## src/rtl/mips_ctrl_pkg.sv

```systemverilog
// rtl/mips_ctrl_pkg.sv - opcodes, state encodings and control field codes for the multi-cycle MIPS controller
package mips_ctrl_pkg;

    localparam logic [5:0] OP_RTYPE = 6'b000000;
    localparam logic [5:0] OP_LW    = 6'b100011;
    localparam logic [5:0] OP_SW    = 6'b101011;
    localparam logic [5:0] OP_BEQ   = 6'b000100;
    localparam logic [5:0] OP_J     = 6'b000010;

    localparam logic [3:0] S_FETCH  = 4'd0;
    localparam logic [3:0] S_DECODE = 4'd1;
    localparam logic [3:0] S_MEMADR = 4'd2;
    localparam logic [3:0] S_MEMRD  = 4'd3;
    localparam logic [3:0] S_MEMWB  = 4'd4;
    localparam logic [3:0] S_MEMWR  = 4'd5;
    localparam logic [3:0] S_EXEC   = 4'd6;
    localparam logic [3:0] S_RWB    = 4'd7;
    localparam logic [3:0] S_BRANCH = 4'd8;
    localparam logic [3:0] S_JUMP   = 4'd9;

    localparam logic [1:0] ALU_ADD   = 2'b00;
    localparam logic [1:0] ALU_SUB   = 2'b01;
    localparam logic [1:0] ALU_FUNCT = 2'b10;

    localparam logic [1:0] PC_ALU    = 2'b00;
    localparam logic [1:0] PC_ALUOUT = 2'b01;
    localparam logic [1:0] PC_JUMP   = 2'b10;

    localparam logic [1:0] SRCB_B      = 2'b00;
    localparam logic [1:0] SRCB_FOUR   = 2'b01;
    localparam logic [1:0] SRCB_IMM    = 2'b10;
    localparam logic [1:0] SRCB_IMM_SH = 2'b11;

    typedef struct packed {
        logic       pc_write;
        logic       pc_write_cond;
        logic       iord;
        logic       mem_read;
        logic       mem_write;
        logic       mem_to_reg;
        logic       ir_write;
        logic [1:0] pc_source;
        logic [1:0] alu_op;
        logic       alu_src_a;
        logic [1:0] alu_src_b;
        logic       reg_write;
        logic       reg_dst;
        logic       instr_done;
        logic       illegal_op;
    } ctrl_t;

    // States that hold a memory access open and are subject to the wait timeout
    function automatic logic is_mem_wait_state(input logic [3:0] s);
        return (s == S_FETCH) || (s == S_MEMRD) || (s == S_MEMWR);
    endfunction

endpackage

```

## src/rtl/multicycle_ctr_decode.sv

```systemverilog
// rtl/multicycle_ctr_decode.sv - combinational map from (state, op, mem_ready) to datapath controls
module multicycle_ctr_decode
    import mips_ctrl_pkg::*;
(
    input  logic [3:0] state,
    input  logic [5:0] op,
    input  logic       mem_ready,
    output ctrl_t      ctrl
);

    always_comb begin
        ctrl = '0;
        case (state)
            S_FETCH: begin
                ctrl.mem_read  = 1'b1;
                ctrl.alu_src_b = SRCB_FOUR;
                ctrl.alu_op    = ALU_ADD;
                ctrl.pc_source = PC_ALU;
                ctrl.ir_write  = mem_ready;
                ctrl.pc_write  = mem_ready;
            end
            S_DECODE: begin
                ctrl.alu_src_b  = SRCB_IMM_SH;
                ctrl.alu_op     = ALU_ADD;
                ctrl.illegal_op = !(op == OP_RTYPE || op == OP_LW || op == OP_SW ||
                                    op == OP_BEQ   || op == OP_J);
            end
            S_MEMADR: begin
                ctrl.alu_src_a = 1'b1;
                ctrl.alu_src_b = SRCB_IMM;
                ctrl.alu_op    = ALU_ADD;
            end
            S_MEMRD: begin
                ctrl.mem_read = 1'b1;
                ctrl.iord     = 1'b1;
            end
            S_MEMWB: begin
                ctrl.reg_write  = 1'b1;
                ctrl.mem_to_reg = 1'b1;
                ctrl.instr_done = 1'b1;
            end
            S_MEMWR: begin
                ctrl.mem_write  = 1'b1;
                ctrl.iord       = 1'b1;
                ctrl.instr_done = mem_ready;
            end
            S_EXEC: begin
                ctrl.alu_src_a = 1'b1;
                ctrl.alu_src_b = SRCB_B;
                ctrl.alu_op    = ALU_FUNCT;
            end
            S_RWB: begin
                ctrl.reg_write  = 1'b1;
                ctrl.reg_dst    = 1'b1;
                ctrl.instr_done = 1'b1;
            end
            S_BRANCH: begin
                ctrl.alu_src_a     = 1'b1;
                ctrl.alu_src_b     = SRCB_B;
                ctrl.alu_op        = ALU_SUB;
                ctrl.pc_write_cond = 1'b1;
                ctrl.pc_source     = PC_ALUOUT;
                ctrl.instr_done    = 1'b1;
            end
            S_JUMP: begin
                ctrl.pc_write   = 1'b1;
                ctrl.pc_source  = PC_JUMP;
                ctrl.instr_done = 1'b1;
            end
            default: ctrl = '0;
        endcase
    end

endmodule

```

## src/rtl/multicycle_ctr.sv

```systemverilog
// rtl/multicycle_ctr.sv - multi-cycle MIPS main controller FSM with bounded memory-ready wait
module multicycle_ctr
    import mips_ctrl_pkg::*;
#(
    parameter int MEM_TIMEOUT = 16,
    parameter int TO_W        = 5
) (
    input  logic       clock,
    input  logic       reset,
    input  logic [5:0] op,
    input  logic       mem_ready,
    output logic       PCWrite,
    output logic       PCWriteCond,
    output logic       IorD,
    output logic       MemRead,
    output logic       MemWrite,
    output logic       MemtoReg,
    output logic       IRWrite,
    output logic [1:0] PCSource,
    output logic [1:0] ALUOp,
    output logic       ALUSrcA,
    output logic [1:0] ALUSrcB,
    output logic       RegWrite,
    output logic       RegDst,
    output logic       instr_done,
    output logic       illegal_op,
    output logic       mem_err,
    output logic [3:0] state
);

    logic [3:0]      state_q, state_d;
    logic [TO_W-1:0] wait_cnt_q, wait_cnt_d;
    logic            waiting;
    logic            timeout;
    ctrl_t           ctrl;

    assign waiting = is_mem_wait_state(state_q);
    // mem_ready in the final wait cycle completes the access rather than aborting it
    assign timeout = waiting && !mem_ready && (wait_cnt_q == TO_W'(MEM_TIMEOUT - 1));
    assign wait_cnt_d = (waiting && !mem_ready && !timeout) ? wait_cnt_q + 1'b1 : '0;

    always_ff @(posedge clock or posedge reset) begin
        if (reset) begin
            state_q    <= S_FETCH;
            wait_cnt_q <= '0;
        end else begin
            state_q    <= state_d;
            wait_cnt_q <= wait_cnt_d;
        end
    end

    always_comb begin
        state_d = S_FETCH;
        case (state_q)
            S_FETCH:  state_d = (mem_ready && !timeout) ? S_DECODE : S_FETCH;
            S_DECODE: begin
                case (op)
                    OP_RTYPE:     state_d = S_EXEC;
                    OP_LW, OP_SW: state_d = S_MEMADR;
                    OP_BEQ:       state_d = S_BRANCH;
                    OP_J:         state_d = S_JUMP;
                    default:      state_d = S_FETCH;
                endcase
            end
            S_MEMADR: begin
                if (op == OP_LW)      state_d = S_MEMRD;
                else if (op == OP_SW) state_d = S_MEMWR;
                else                  state_d = S_FETCH;
            end
            S_MEMRD: begin
                if (mem_ready)    state_d = S_MEMWB;
                else if (timeout) state_d = S_FETCH;
                else              state_d = S_MEMRD;
            end
            S_MEMWR:  state_d = (mem_ready || timeout) ? S_FETCH : S_MEMWR;
            S_EXEC:   state_d = S_RWB;
            default:  state_d = S_FETCH;
        endcase
    end

    multicycle_ctr_decode u_decode (
        .state     (state_q),
        .op        (op),
        .mem_ready (mem_ready),
        .ctrl      (ctrl)
    );

    // Outputs are forced low for as long as reset is high, including mid-cycle
    always_comb begin
        PCWrite     = 1'b0;
        PCWriteCond = 1'b0;
        IorD        = 1'b0;
        MemRead     = 1'b0;
        MemWrite    = 1'b0;
        MemtoReg    = 1'b0;
        IRWrite     = 1'b0;
        PCSource    = 2'b00;
        ALUOp       = 2'b00;
        ALUSrcA     = 1'b0;
        ALUSrcB     = 2'b00;
        RegWrite    = 1'b0;
        RegDst      = 1'b0;
        instr_done  = 1'b0;
        illegal_op  = 1'b0;
        mem_err     = 1'b0;
        state       = 4'd0;
        if (!reset) begin
            PCWrite     = ctrl.pc_write;
            PCWriteCond = ctrl.pc_write_cond;
            IorD        = ctrl.iord;
            MemRead     = ctrl.mem_read;
            MemWrite    = ctrl.mem_write;
            MemtoReg    = ctrl.mem_to_reg;
            IRWrite     = ctrl.ir_write;
            PCSource    = ctrl.pc_source;
            ALUOp       = ctrl.alu_op;
            ALUSrcA     = ctrl.alu_src_a;
            ALUSrcB     = ctrl.alu_src_b;
            RegWrite    = ctrl.reg_write;
            RegDst      = ctrl.reg_dst;
            instr_done  = ctrl.instr_done;
            illegal_op  = ctrl.illegal_op;
            mem_err     = timeout;
            state       = state_q;
        end
    end

endmodule
```

## config.mk

```make
export PLATFORM = sky130hd
export DESIGN_NAME = multicycle_ctr
export DESIGN_NICKNAME = d
export VERILOG_FILES = /design/src/rtl/mips_ctrl_pkg.sv /design/src/rtl/multicycle_ctr_decode.sv /design/src/rtl/multicycle_ctr.sv
export SDC_FILE = /design/constraint.sdc
export NUM_CORES = 1
export LEC_CHECK = 0
export BUFFER_PORTS_ARGS = -buffer_cell sky130_fd_sc_hd__buf_2
export CAP_MARGIN = 40
export CORE_UTILIZATION = 46
export DETAILED_ROUTE_END_ITERATION = 10
export PLACE_DENSITY = 0.87
export SLEW_MARGIN = 20
export SYNTH_ARGS = -nofsm -noshare
export SYNTH_HDL_FRONTEND = slang
export SYNTH_SLANG_ARGS = --single-unit
```

## constraint.sdc

```tcl
create_clock -name clock -period 2.3 [get_ports clock]
set_clock_uncertainty 0.2 [all_clocks]
set_input_delay 0.46 -clock clock [delete_from_list [all_inputs] [get_ports clock]]
set_output_delay 0.46 -clock clock [all_outputs]
set_load 0.02 [all_outputs]
```

# ---- Word-level counts from Yosys, hierarchy flattened
# Index checks and enable logic that the tools add are counted.
dict set report classes {
  addsub 1
  n_eq_ne 14
  muxes 41
  n_reduce_logical 22
}
# operator count
set op_table {}
lappend op_table {{1-bit 2-to-1 mux} 24}
lappend op_table {{4-bit one-hot mux with 6 select lines} 1}
lappend op_table {{4-bit by 3-bit equality test with 1-bit output, second input constant} 4}
lappend op_table {{4-bit one-hot mux with 4 select lines} 1}
lappend op_table {{6-bit equality test, second input constant} 2}
lappend op_table {{3-bit 2-to-1 mux} 4}
lappend op_table {{4-bit by 2-bit equality test with 1-bit output, second input constant} 2}
lappend op_table {{4-bit equality test, second input constant} 2}
lappend op_table {{2-bit 2-to-1 mux} 4}
lappend op_table {{2-bit one-hot mux with 2 select lines} 2}
lappend op_table {{2-bit OR reduction} 4}
lappend op_table {{1-bit logical OR} 7}
lappend op_table {{6-bit by 2-bit equality test with 1-bit output, second input constant} 1}
lappend op_table {{6-bit by 3-bit equality test with 1-bit output, second input constant} 1}
lappend op_table {{6-bit logical NOT} 1}
lappend op_table {{2-bit one-hot mux with 3 select lines} 1}
lappend op_table {{5-bit by 1-bit adder with 5-bit output, second input constant} 1}
lappend op_table {{5-bit by 4-bit equality test with 1-bit output, second input constant} 1}
lappend op_table {{5-bit 2-to-1 mux} 1}
lappend op_table {{4-bit by 1-bit equality test with 1-bit output, second input constant} 1}
lappend op_table {{1-bit logical AND} 4}
lappend op_table {{4-bit logical NOT} 1}
lappend op_table {{4-bit 2-to-1 mux} 1}
lappend op_table {{1-bit one-hot mux with 2 select lines} 2}
lappend op_table {{3 further kinds} 5}
dict set report totals {
  ff_bits 9
  output_inout_bits 23
}

# ---- Longest topological paths before layout
# Gate-level depths: netlist of the first run.
dict set report logic_depth {
  depth_word 9
  depth_mapped 7
  mapped_depth_nobuf 7
}

# ---- Hierarchy
# From an unflattened synthesis of the first run, not the netlist that was laid out.
dict set report hier_totals {
  hier_cells 124
  hier_area_um2 982.2
}
# mod n_inst cells_per_inst area_each_um2 seq_area_each_um2
set by_module_without_submodules {}
lappend by_module_without_submodules {multicycle_ctr 1 86 720.7 225.2}
lappend by_module_without_submodules {multicycle_ctr_decode 1 38 261.5 0.0}

# ---- Worst setup path after synthesis of the first run
# No wires, ideal clock.
dict set report synth_timing {
  path_kind {input port to output port}
  startpoint {input reset}
  endpoint {output illegal_op}
  t_arrival_ns 2.138
  setup_slack_ns -0.498
  cell_stages 3
  n_path_buf 1
  path_cell_list {clkbuf_1 -> or3_1 -> a2111oi_0}
}
dict set report synth_between {
  elab_chain_len 1
}
# element line
set synth_lines {}
lappend synth_lines {{from (decl)} multicycle_ctr.sv:9} ;# input logic reset,
lappend synth_lines {{1-bit 2-to-1 mux} multicycle_ctr.sv:107} ;# if (!reset) begin
lappend synth_lines {{to (decl)} multicycle_ctr.sv:26} ;# output logic illegal_op,
# No other way between the ends.

# ---- Worst setup path in the final report of the first run
dict set report layout_timing {
  startpoint {register state_q[2]}
  endpoint {output ALUSrcA}
}
dict set report layout_between {
  elab_chain_len 4
}
# element line
set layout_lines {}
lappend layout_lines {{from (decl)} multicycle_ctr.sv:31} ;# logic [3:0] state_q, state_d;
lappend layout_lines {{from (signal assigned)} multicycle_ctr.sv:47} ;# state_q <= state_d;
lappend layout_lines {{4-bit by 2-bit equality test with 1-bit output, or another cell as far along} multicycle_ctr_decode.sv:13} ;# case (state)
lappend layout_lines {{3-bit OR reduction (no source line) *} --}
lappend layout_lines {{1-bit 2-to-1 mux *} multicycle_ctr_decode.sv:13}
lappend layout_lines {{1-bit 2-to-1 mux *} multicycle_ctr.sv:107}
lappend layout_lines {{to (decl)} multicycle_ctr.sv:21} ;# output logic ALUSrcA,
# Mark *: on every way between the ends. The rest lies on a longest branch, timed or not.

==> results.md, run 1 <==
- Yosys warning total: 0
- Final period util: 105.7%
- Worst reg-to-reg path cell count: 5
- Clock Latency Late Sink: roughly 0.26 ns
- Port Buf Inserts: 31
- Seq. cell area: 230.2 um2
- Routed len/inst: between 15 and 20 um
- Hold crit path type: in2async
- Crit path launch type: flip-flop
- 1st-iter DRT viols: 49
- Outcome: finished, violations left
- Highest-count cells in the layout ignoring fill and taps: buf_4 (29), buf_2 (24), nor2_1 (13)
- Final hold violation count: 0
- Die height: roughly 42 um
- Max FO, Critical Path: 4
- CTS tree: built
- Power Dens Cells: 344.5 nW/um2
- CTS clk-pin slew, worst paths: approximately 0.060 ns
- Dominant synthesized flop cell: dfrtp_1
- Crit path time final: 2.431 ns
- Drt pass-1 iters: 4
- Core Area: 1506 um2
- RSZ-0062 raised after global routing: true
- Cell Area, Synth: 737.0 um2
- Max-cap check violation count: 0
- Sequential area share after synthesis: 30.56%
- Post-synthesis area per instance: around 7.5 um2
- Synthesized flop and latch total: 9
- Area share of the largest cell type after synthesis: 30.56%
- # hold bufs at CTS: 0
- Nets@finish: 164
- Syn_nets: 109
- R2R Setup Slk: 0.10 ns
- Setup ws final: -0.1312 ns
- WP data arrival: 1.77 ns
- Area delta synth->final: 75.72%
- Die area: 1766 um2
- Clock buffer depth: 2
- Fillers: 82
- Initial Util: between 40% and 50%
- Fmax: 411.3 MHz
- Initial antenna violation count: 0
- Ys async rst share: 100.0%
- Yosys top cell by area: dfrtp_1
- CP Capture Type: output port
- Placed wire-length estimate: 1543 um
- Fin cells: 168
- I/O Pins: 32
- R2r startpoint: state_q[1]
- Congestion Overflow GR: 0
- Area of the multi-input gates: 620.6 um2
- Syn Inst Count: 98
- First-pass GRT wire length: 3788 um
- Largest net degree at the start of global routing: 10
- Synth unique cells: 31
- Final Max Slew Viols: 0
- Hold slack: 0.3071 ns
- Final Util: 85.96%
- Dominant cells by area after synthesis: dfrtp_1 (31%), nor2_1 (7.1%), nor2b_1 (5.9%)
- Antenna Violating Nets Remaining: 0
- # diodes: 0
- DR vias: 999
- Gr usage total: 27.18%
- H-tree Lvls: 1
- Vias in the first global route: between 900 and 1k
- Most common cell after layout, fill and taps aside: buf_4
- Placer congestion estimate: 0.7877
- # DRC: 0
- # placed instances: 147
- Setup TNS: -0.2800 ns
- Root Buffer: clkbuf_4
- Row cnt: 14
- CTS Buf Count: 3
- Slew HR: 77.82%
- FF-to-FF End: state_q[2]
- Worst Path Required: 1.64 ns
- Routed WL: around 3000 um
- Leak Pwr: 0.6142 nW
- Number of flops mapped to enable cells by yosys: 0
- Kind of critical path: reg2out
- Setup violators final: 6
- Peak VDD IR: 0.0004837 V
- Layout cells sized above 1: between 50% and 60%
- DIE WIDTH: 42.03 um
- Worst slew pin tran: 0.3281 ns
- Failing checks: negative setup slack
- Pre-CTS WS: ~0.066 ns
- Clk sinks: 9
- Routed vias/inst: 5.946
## final cells by class
| cell class | count | area share, % |
|---|---|---|
| Timing Repair Buffer | 56 | 28.70 |
| Inverter | 7 | 2.029 |
| Clock buffer | 4 | 2.029 |
| Tap cell | 16 | 1.546 |
| Multi-Input combinational cell | 76 | 47.92 |
| Sequential cell | 9 | 17.78 |
## flip-flops by register name, indices dropped and copies added (netlist names)
register / count
state_q: 4
wait_cnt_q: 5
## where the power goes
| part | switching, mW | internal [mW] |
|---|---|---|
| Sequential | 0.00728 | 0.165 |
| Clock | 0.0552 | 0.0668 |
| Combinational | 0.0856 | 0.0662 |
## routing by layer
layer / up-vias / track usage [%] / wire length (um)
li1: 453 / - / -
met1: 491 / 33.52 / 1233
met2: 42 / 50.31 / 1568
met3: 13 / 0.4310 / 128
met4: 0 / 10.63 / 101
met5: - / 0 / 0
## how the worst max path moves through the flow
stage                              from      end  slack, ns  cells past startpoint
final                        state_q[2]  ALUSrcA      -0.13                      7
after global routing         state_q[2]  ALUSrcA      -0.14                      7
after CTS                    state_q[2]  mem_err      -0.06                      4
after detailed placement  wait_cnt_q[0]  mem_err       0.07                      6
after global placement    wait_cnt_q[0]  mem_err       0.13                      6
after floorplan                   reset  mem_err     -0.008                      4
## Yosys cell counts (all sizes together), types with 2 or more instances
cell type,n
nor2,14
dfrtp,9
inv,7
nand2,7
nor2b,7
nor3,6
a21oi,4
clkbuf,4
nor4,4
or3,4
nand2b,3
nand3,3
o21ai,3
xnor2,3
a2111oi,2
and3,2
buf,2
ha,2
nor4b,2
## per-stage QoR
| step | total power, mW | cell area [um2] |
|---|---|---|
| 6_report | 0.4462 | 1295 |
| 4_1_cts | 0.4170 | 1145 |
| 3_5_place_dp | 0.2814 | 968.4 |
| 5_1_grt | 0.4632 | 1295 |
| 3_3_place_gp | 0.2757 | 968.4 |
| 2_1_floorplan | 0.2406 | 760.7 |
## worst max-delay path: stages, from the launching register on
cell,delay (ns)
dfrtp_2,0.45
buf_6,0.14
buf_4,0.14
nand2b_4,0.17
nor2_4,0.08
nor2_1,0.05
nor3_1,0.24
buf_2,0.24
## logic make-up after synthesis
| group | count (synthesis) | share of synthesized area, % |
|---|---|---|
| flip-flops | 9 | 30.56 |
| AND/OR/NAND/NOR | 55 | 40.07 |
| XOR/XNOR | 4 | 4.755 |
| AO/OA/AOI/OAI | 15 | 13.92 |
| buffers and inverters | 13 | 7.300 |
| adder cells (fa/ha/maj) | 2 | 3.395 |
## what timing repair did
action / in CTS / in global routing
gates cloned: 0 / 0
pin swaps: 5 / 7
setup endpoints to repair: 4 / 10
resized for setup: 21 / 20
setup buffers: 8 / 9
No activity file was read; power rests on OpenSTA's default activity.
==> run 2: changes to the inputs <==
==> constraint.sdc (replaced) <==
create_clock -name clock -period 2.3 [get_ports clock]
set_clock_uncertainty 0.2 [all_clocks]
set_input_delay 0.46 -clock clock [delete_from_list [all_inputs] [get_ports clock]]
set_output_delay 0.46 -clock clock [all_outputs]
set_load 0.05 [all_outputs]
==> run 2 against run 1 <==
  * The run still ends with negative setup slack left
  * Die area stayed put
  * Global-route usage hardly changed
  * Total power is 6.3% higher
  * Design area is 0.87% lower
  * Critical endpoint is now mem_err
  * Largest power group is now combinational cells
==> results.md, run 2 (synthesis gave the netlist of run 1 again) <==
- Outcome: finished, violations left
- Failing checks: negative setup slack
- Wire length on met2: 1314 um (-16%)
- Biggest regs: wait_cnt_q (5), state_q (4)
- I/O Pins: 32 (unchanged)
- Largest net degree at the start of global routing: 12 (+2)
- # diodes: 0 (unchanged)
- DR vias: 921 (-7.8%)
- Kind of critical path: reg2out
- Initial Util: 48.92% (unchanged)
- CTS clk-pin slew, worst paths: 0.07 ns (about the same)
- Setup ws final: -0.1525 ns (-0.02125 ns)
- Drt pass-1 iters: 4 (unchanged)
- Routed WL: 2486 um (-18%)
- Port Buf Inserts: 31 (unchanged)
- RSZ-0062 raised after global routing: true
- Worst slew pin tran: 0.3400 ns (+0.01198 ns)
- Largest register FFs: 5 (unchanged)
- Peak VDD IR: 0.0003939 V (-19%)
- Clock Latency Late Sink: 0.26 ns (about the same)
- R2R Setup Slk: 0.14 ns (+0.04 ns)
- Max FO, Critical Path: 5 (+1)
- Setup TNS: -0.3035 ns (-0.02345 ns)
- # hold bufs at CTS: 0 (unchanged)
- Final period util: 106.6% (+0.92 points)
- Routed len/inst: 15.44 um (-14%)
- Slew HR: 77.12% (-0.70 points)
- CTS tree: built
- Placed Area: 1085 um2 (+12%)
- Row cnt: 14 (unchanged)
- Antenna Violating Nets Remaining: 0 (unchanged)
- Reg with most FFs: wait_cnt_q
- Final Max Slew Viols: 0 (unchanged)
- First-pass GRT wire length: 3739 um (-1.3%)
- Final instance area: 1284 um2 (-0.87%)
- Leak Pwr: 0.5920 nW (-3.6%)
- Area delta synth->final: 74.19%
- Placed wire-length estimate: 1604 um (+3.9%)
- Clk sinks: 9 (unchanged)
- Hold crit path type: in2async
- WL met1: 1011 um (-18%)
- Congestion Overflow GR: 0 (unchanged)
- Highest-count cells in the layout ignoring fill and taps: buf_4 (23), buf_2 (17), nor2_1 (13)
- WP data arrival: 1.79 ns (+0.02 ns)
- Die area: 1766 um2 (unchanged)
- Most common cell after layout, fill and taps aside: buf_4
- R2r startpoint: state_q[1]
- Hold slack: 0.2148 ns (-0.09226 ns)
- Routed vias/inst: 5.720 (-3.8%)
- Crit path launch type: flip-flop
- Total chip power: 0.4744 mW (+6.3%)
- Final hold violation count: 0 (unchanged)
- Vias in the first global route: 888 (-3.3%)
- Worst reg-to-reg path cell count: 5 (unchanged)
- Clock buffer depth: 2 (unchanged)
- Layout cells sized above 1: 54.48% (-0.78 points)
- Power Dens Cells: 369.5 nW/um2 (+7.2%)
- Placer congestion estimate: 0.8248 (+4.7%)
- Setup violators final: 5 (-1)
- Met3 Routed Length: 100 um (-22%)
- H-tree Lvls: 1 (unchanged)
- FF-to-FF End: state_q[2]
- Die height: 42.03 um (unchanged)
- Gr usage total: 27.22% (+0.041 points)
- DR top layer: met4
- DIE WIDTH: 42.03 um (unchanged)
- Fmax: 407.8 MHz (-0.87%)
- Crit path time final: 2.452 ns (+0.02126 ns)
- Initial antenna violation count: 0 (unchanged)
- Max-cap check violation count: 0 (unchanged)
- Nets@finish: 157 (-4.3%)
- Worst Path Required: 1.64 ns (about the same)
- Core Area: 1506 um2 (unchanged)
- Root Buffer: clkbuf_4
- 1st-iter DRT viols: 18 (-63%)
- # DRC: 0 (unchanged)
- CP Capture Type: output port
- CTS Buf Count: 3 (unchanged)
-- run 2: changes by cell type in the layout (fill, tap and decap cells not counted), sizes merged --
cell | before | now
buf | 56 | 48
clkinv | 0 | 1
-- run 2: repair_timing --
| action | 4_1_cts | 5_1_grt |
|---|---|---|
| cloned | 0 | 0 |
| endpoints found under the setup margin | 10 | 17 |
| setup buffers | 4 | 2 |
| pin swaps | 1 | 3 |
| resized for setup | 14 | 26 |
-- run 2: final cells by class --
cell class | count | area (um2)
repair buffers | 49 | 355.3
inverters | 7 | 31.28
multi-input cells | 76 | 624.3
well taps | 16 | 20.02
clock buffers | 3 | 22.52
clock inverters | 1 | 5.005
flip-flops and latches | 9 | 225.2
fillers | 80 | 222.7
-- run 2: through the flow --
stage	setup slack, ns	utilization [%]	std cells
after floorplan	-0.1331	-	98
final	-0.1525	85.22	161
after global placement	0.07146	72.01	151
after global routing	-0.2028	85.22	161
after CTS	-0.09515	78.57	159
after detailed placement	0.05551	72.01	151
-- run 2: report_power, final --
part / internal [mW] / leakage (nW) / switching (mW)
combinational: 0.0666 / 0.452 / 0.111
sequential: 0.164 / 0.123 / 0.00441
clock: 0.0642 / 0.0177 / 0.0640
total: 0.295 / 0.592 / 0.179
-- run 2: worst max-delay path, stage by stage (launching register included) --
cell,delay (ns)
dfrtp_1,0.44
nor2b_2,0.19
or3_4,0.39
a2111oi_4,0.31
buf_6,0.20
-- run 2: worst max-delay path by stage --
stage,depth (start not counted),slack [ns],endpoint,start
after floorplan,3,-0.13,illegal_op,reset
after global placement,4,0.07,mem_err,state_q[2]
after detailed placement,4,0.06,illegal_op,reset
after CTS,4,-0.1,mem_err,state_q[2]
after global routing,4,-0.20,mem_err,state_q[2]
final,4,-0.15,mem_err,state_q[2]
-- run 2: routing by layer --
layer	global-route usage, %	vias to the layer above
li1	-	441
met1	33.89	439
met2	47.81	33
met3	4.310	8
met4	9.375	0
met5	0	-
